### src/rtl/mem_arbiter.sv
// Arbiter sharing one single-port memory between fetch (IF) and data (DM) ports.
// Optional bus timeout is enabled by defining MEM_TIMEOUT_EN.
module mem_arbiter #(
  parameter int DATA_WIDTH    = 32,
  parameter int ADDR_WIDTH    = 32,
  parameter int MAX_DM_STREAK = 4
`ifdef MEM_TIMEOUT_EN
  ,
  parameter int TIMEOUT_CYCLES = 16
`endif
) (
  input  logic                  clk,
  input  logic                  reset,
  input  logic                  if_req,
  input  logic [ADDR_WIDTH-1:0] if_addr,
  output logic [DATA_WIDTH-1:0] if_rdata,
  output logic                  if_ack,
  input  logic                  dm_req,
  input  logic                  dm_we,
  input  logic [ADDR_WIDTH-1:0] dm_addr,
  input  logic [DATA_WIDTH-1:0] dm_wdata,
  output logic [DATA_WIDTH-1:0] dm_rdata,
  output logic                  dm_ack,
  output logic                  mem_req,
  output logic                  mem_we,
  output logic [ADDR_WIDTH-1:0] mem_addr,
  output logic [DATA_WIDTH-1:0] mem_wdata,
  input  logic [DATA_WIDTH-1:0] mem_rdata,
  input  logic                  mem_ack,
  output logic                  bus_err
);

  localparam int SW = $clog2(MAX_DM_STREAK + 1);

  typedef enum logic [1:0] {
    IDLE,
    IF_WAIT,
    DM_WAIT,
    RESP
  } state_t;

  state_t        state;
  state_t        state_nxt;
  logic [SW-1:0] streak;
  logic          streak_max;
  logic          grant_dm;
  logic          grant_if;
  logic          done;
  logic          tmo;
  logic          tmo_hit;

  assign streak_max = (streak == SW'(MAX_DM_STREAK));

`ifdef MEM_TIMEOUT_EN
  localparam int WW = $clog2(TIMEOUT_CYCLES + 1);

  logic [WW-1:0] wcnt;

  assign tmo_hit = (wcnt == WW'(TIMEOUT_CYCLES - 1));

  // count wait cycles without mem_ack since the grant
  always_ff @(posedge clk) begin
    if (reset) begin
      wcnt <= '0;
    end else if (grant_dm || grant_if) begin
      wcnt <= '0;
    end else if ((state == IF_WAIT || state == DM_WAIT) && !mem_ack) begin
      wcnt <= wcnt + 1'b1;
    end
  end

  // sticky error once a request has been abandoned by timeout
  always_ff @(posedge clk) begin
    if (reset) begin
      bus_err <= 1'b0;
    end else if (tmo) begin
      bus_err <= 1'b1;
    end
  end
`else
  assign tmo_hit = 1'b0;
  assign bus_err = 1'b0;
`endif

  // state register
  always_ff @(posedge clk) begin
    if (reset) begin
      state <= IDLE;
    end else begin
      state <= state_nxt;
    end
  end

  // next state and grant/complete strobes
  always_comb begin
    state_nxt = state;
    grant_dm  = 1'b0;
    grant_if  = 1'b0;
    done      = 1'b0;
    tmo       = 1'b0;
    unique case (state)
      IDLE: begin
        if (dm_req && !(if_req && streak_max)) begin
          grant_dm  = 1'b1;
          state_nxt = DM_WAIT;
        end else if (if_req) begin
          grant_if  = 1'b1;
          state_nxt = IF_WAIT;
        end
      end
      IF_WAIT, DM_WAIT: begin
        if (mem_ack) begin
          done      = 1'b1;
          state_nxt = RESP;
        end else if (tmo_hit) begin
          done      = 1'b1;
          tmo       = 1'b1;
          state_nxt = RESP;
        end
      end
      RESP: begin
        state_nxt = IDLE;
      end
      default: begin
        state_nxt = IDLE;
      end
    endcase
  end

  // DM grants in a row while fetch waits; an IF grant or idle fetch clears it
  always_ff @(posedge clk) begin
    if (reset) begin
      streak <= '0;
    end else if (grant_if) begin
      streak <= '0;
    end else if (grant_dm) begin
      if (!if_req) begin
        streak <= '0;
      end else if (!streak_max) begin
        streak <= streak + 1'b1;
      end
    end
  end

  // registered memory request and requester responses
  always_ff @(posedge clk) begin
    if (reset) begin
      mem_req   <= 1'b0;
      mem_we    <= 1'b0;
      mem_addr  <= '0;
      mem_wdata <= '0;
      if_ack    <= 1'b0;
      if_rdata  <= '0;
      dm_ack    <= 1'b0;
      dm_rdata  <= '0;
    end else begin
      if_ack <= 1'b0;
      dm_ack <= 1'b0;
      if (grant_dm) begin
        mem_req   <= 1'b1;
        mem_we    <= dm_we;
        mem_addr  <= dm_addr;
        mem_wdata <= dm_wdata;
      end else if (grant_if) begin
        mem_req  <= 1'b1;
        mem_we   <= 1'b0;
        mem_addr <= if_addr;
      end
      if (done) begin
        mem_req <= 1'b0;
        if (state == IF_WAIT) begin
          if_ack   <= 1'b1;
          if_rdata <= tmo ? '0 : mem_rdata;
        end else begin
          dm_ack <= 1'b1;
          if (tmo) begin
            dm_rdata <= '0;
          end else if (!mem_we) begin
            dm_rdata <= mem_rdata;
          end
        end
      end
    end
  end

endmodule

### config.mk
export PLATFORM = sky130hd
export DESIGN_NAME = mem_arbiter
export DESIGN_NICKNAME = d
export VERILOG_FILES = /design/src/rtl/mem_arbiter.sv
export SDC_FILE = /design/constraint.sdc
export NUM_CORES = 1
export LEC_CHECK = 0
export BUFFER_PORTS_ARGS = -buffer_cell sky130_fd_sc_hd__clkbuf_2
export CAP_MARGIN = 20
export CORE_UTILIZATION = 45
export DETAILED_ROUTE_END_ITERATION = 10
export PLACE_DENSITY = 0.79
export SETUP_SLACK_MARGIN = 0.4
export SYNTH_ARGS = -nofsm -noshare
export SYNTH_HDL_FRONTEND = slang
export SYNTH_SLANG_ARGS = --single-unit
### constraint.sdc
create_clock -name clk -period 4.9 [get_ports clk]
set_input_delay 0.735 -clock clk [delete_from_list [all_inputs] [get_ports clk]]
set_output_delay 0.735 -clock clk [all_outputs]
set_load 0.01 [all_outputs]
==> impl_metrics.tcl <==
set metrics [dict create \
    route.vias.total 5542 \
    detail_route.vias_per_cell 5.283 \
    crit_path_start_kind "register" \
    drtPass1Iterations 8 \
    diodes 0 \
    slew_headroom_pct 27.59 \
    post-cts-setup-buffer-count 0 \
    drv_cap 0 \
    post_cts_sizing_count 0 \
    drive_above_1_share_pct 34.11 \
    cts_tree "done" \
    ir_worst_vdd_mv 0.3673 \
    worst_pin_slew_ns 1.082 \
    clock_latency_of_the_later_clocked_register_in_the_worst_skew_pair_ns 0.41 \
    min-delay-path-class "reg -> reg" \
    slowest_stage "sky130_fd_sc_hd__nand2_2" \
    ioPinCount 267 \
    post_synth_top_area_cell "sky130_fd_sc_hd__dfxtp_1" \
    synth_edf_count 0 \
    rsz_0062_raised_after_global_routing "false" \
    gpl.final_weighted_congestion 0.7628 \
    number_of_port_buffers 265 \
    violations "design-rule violations" \
    layout.area.seq_um2 2743 \
    h-tree-depth 4 \
    grt_pass1_vias 5245 \
    die_area_um2 12490 \
    area_fraction_of_the_dominant_cell_type_after_synthesis_pct 50.60 \
    core.rowCount 39 \
    finalHoldViolCount 0 \
    setup_total_negative_slack_ns 0 \
    dp.final_hpwl_um 10200 \
    part_of_the_yosys_area_used_for_sequential_elements_pct 50.60 \
    worst_path_required_time_ns 5.22 \
    leakage_nw 3.132 \
    synthDistinctLibCells 33 \
    drt.antenna.violating_nets 0 \
    synth.ff_latch_count 137 \
    end_kind "register" \
    power_w 0.004035 \
    filler_cell_count 1044 \
    grt_antenna_before_repair 0 \
    die_height_um 111.8 \
    placed_area_um2 6628 \
    report.final.slew_viol_count 0 \
    min_period_over_period_pct 45.73 \
    grt_first_pass_wirelength_um 25450 \
    cts_hold_buffers 0 \
    path_cells "inv_1 -> ha_1 -> nand2_2 -> or3_1 -> a211oi_1" \
    synth_top_flop_cell "sky130_fd_sc_hd__dfxtp_1" \
    drc 16 \
    ys_async_sr_fraction_pct 0 \
    hold_worst_slack_ns 0.4526 \
    maxClockFrequency_mhz 446.3 \
    clock_tree.root_cell "sky130_fd_sc_hd__clkbuf_16" \
    flow.area_growth_from_synthesis_pct 32.66 \
    detailedPlace.worstSlack_ns 2.469 \
    synth.yosys.warnings 0 \
    timing.critical_path.max_delay_family "simple AND/OR/NAND/NOR gates" \
    area_taken_by_multi_input_logic_gates_um2 2302 \
    cellPowerDensity_nw_per_um2 561.2 \
    core_um2 11560 \
    tritoncts.num_buffers 17 \
    clock_pin_slew_on_the_worst_setup_and_hold_paths_ns 0.05 \
    clock_sink_count 137 \
    initial_core_util_pct 46.87 \
    ctsLongestPathBuffers 2 \
    initialDrtViolationCount 544 \
    outcome "complete, but fails checks" \
    setup_viol_count_final 0 \
    synth_nets 808 \
    path_max_fanout 67 \
    nets 1032 \
    stdcell_area_um2 7191 \
    worst-path-buf-inv 1 \
    least_setup_slack_across_all_paths_after_layout_ns 2.659 \
    postSynthAreaPerCell_um2 8.090 \
    synth_top_cells_by_area "sky130_fd_sc_hd__dfxtp_1 (51%), sky130_fd_sc_hd__nand2_1 (9.3%), sky130_fd_sc_hd__a21oi_1 (9.2%), sky130_fd_sc_hd__nand3_1 (6.1%), sky130_fd_sc_hd__o21ai_0 (6.0%)" \
    die_width_um 111.8 \
    timing.critical_path.arrival_ns 2.56 \
    critical-path-max-stage-delay_ns 0.65 \
    wl_per_cell_um 14.96 \
    path_class "reg -> reg" \
    grt.total_usage_pct 25.28 \
    final_period_minus_worst_setup_slack_ns 2.241 \
    final_setup_skew_ns 0.004483 \
    synthesis.area_um2 5420 \
    mostFrequentLayoutCells "sky130_fd_sc_hd__clkbuf_2 (264), sky130_fd_sc_hd__dfxtp_1 (137), sky130_fd_sc_hd__nand2_1 (134)" \
    synthCells 670 \
    gr-total-overflow 0 \
    layout.cells.most_common "sky130_fd_sc_hd__clkbuf_2" \
    wirelength_um 15700 \
    grt_max_degree 91 \
]
==> area by class of cell <==
type                    count  share of cell area (%)
repair buffers            272                   19.21
multi-input cells         460                   32.02
flip-flops and latches    137                   38.14
inverters                   6                  0.3132
clock buffers              25                   7.308
well taps                 143                   2.488
clock inverters             6                  0.5220
==> worst paths after layout <==
check / start / cells past startpoint / endpoint / slack, ns
setup / recovery: state[1] / 5 / streak[2] / 2.66
hold / removal: dm_rdata[22] / 2 / dm_rdata[22] / 0.45
setup reg to reg: state[1] / 5 / streak[2] / 2.66
hold reg to reg: dm_rdata[22] / 2 / dm_rdata[22] / 0.45
==> layer usage <==
layer  up-vias  routed length, µm  global-route usage (%)
met5         -                  0                       0
met4         0                455                   11.53
met3        37               1145                   7.893
met2       211               7553                   41.20
met1      2519               6540                   30.47
li1       2775                  -                       -
==> state kept, by name, summed over array words and instances, names as in the netlist <==
name	count
dm_rdata	32
if_ack	1
if_rdata	32
mem_wdata	32
mem_we	1
mem_req	1
dm_ack	1
streak	3
state	2
mem_addr	32
==> Yosys cell counts, drive strengths merged, types with 3 or more instances <==
library cell and n:
a211oi 3, a21oi 100, a311oi 33, buf 28, clkbuf 39, dfxtp 137
ha 4, inv 6, nand2 135, nand3 66, nor2 35, o21ai 66
==> worst min-delay path, cell delays in order (launching register included) <==
cell	delay (ns)
sky130_fd_sc_hd__dfxtp_1	0.31
sky130_fd_sc_hd__nand2_1	0.05
sky130_fd_sc_hd__a21oi_1	0.05
==> where the power goes <==
group	switching [W]	total [W]	internal, W
clock	0.000454	0.00119	0.000736
combinational	0.000847	0.00134	0.000491
sequential	0.000129	0.00151	0.00138
==> metrics by stage <==
stage | instances | utilization, %
detailed placement | 1018 | 57.31
finish | 1049 | 62.18
floorplan | 670 | -
global route | 1049 | 62.18
CTS | 1049 | 62.18
global placement | 1018 | 57.31
==> kinds of logic (layout without fill, tap and decap cells) <==
family | after synthesis | count (layout) | synth area share (%)
buffers and inverters | 73 | 309 | 7.064
adder cells (fa/ha/maj) | 4 | 4 | 0.9234
other | 1 | 1 | 0.06919
flip-flops | 137 | 137 | 50.60
AO/OA/AOI/OAI | 206 | 206 | 21.63
AND/OR/NAND/NOR | 249 | 249 | 19.71
Note: power is estimated with default switching activity, not from simulation.
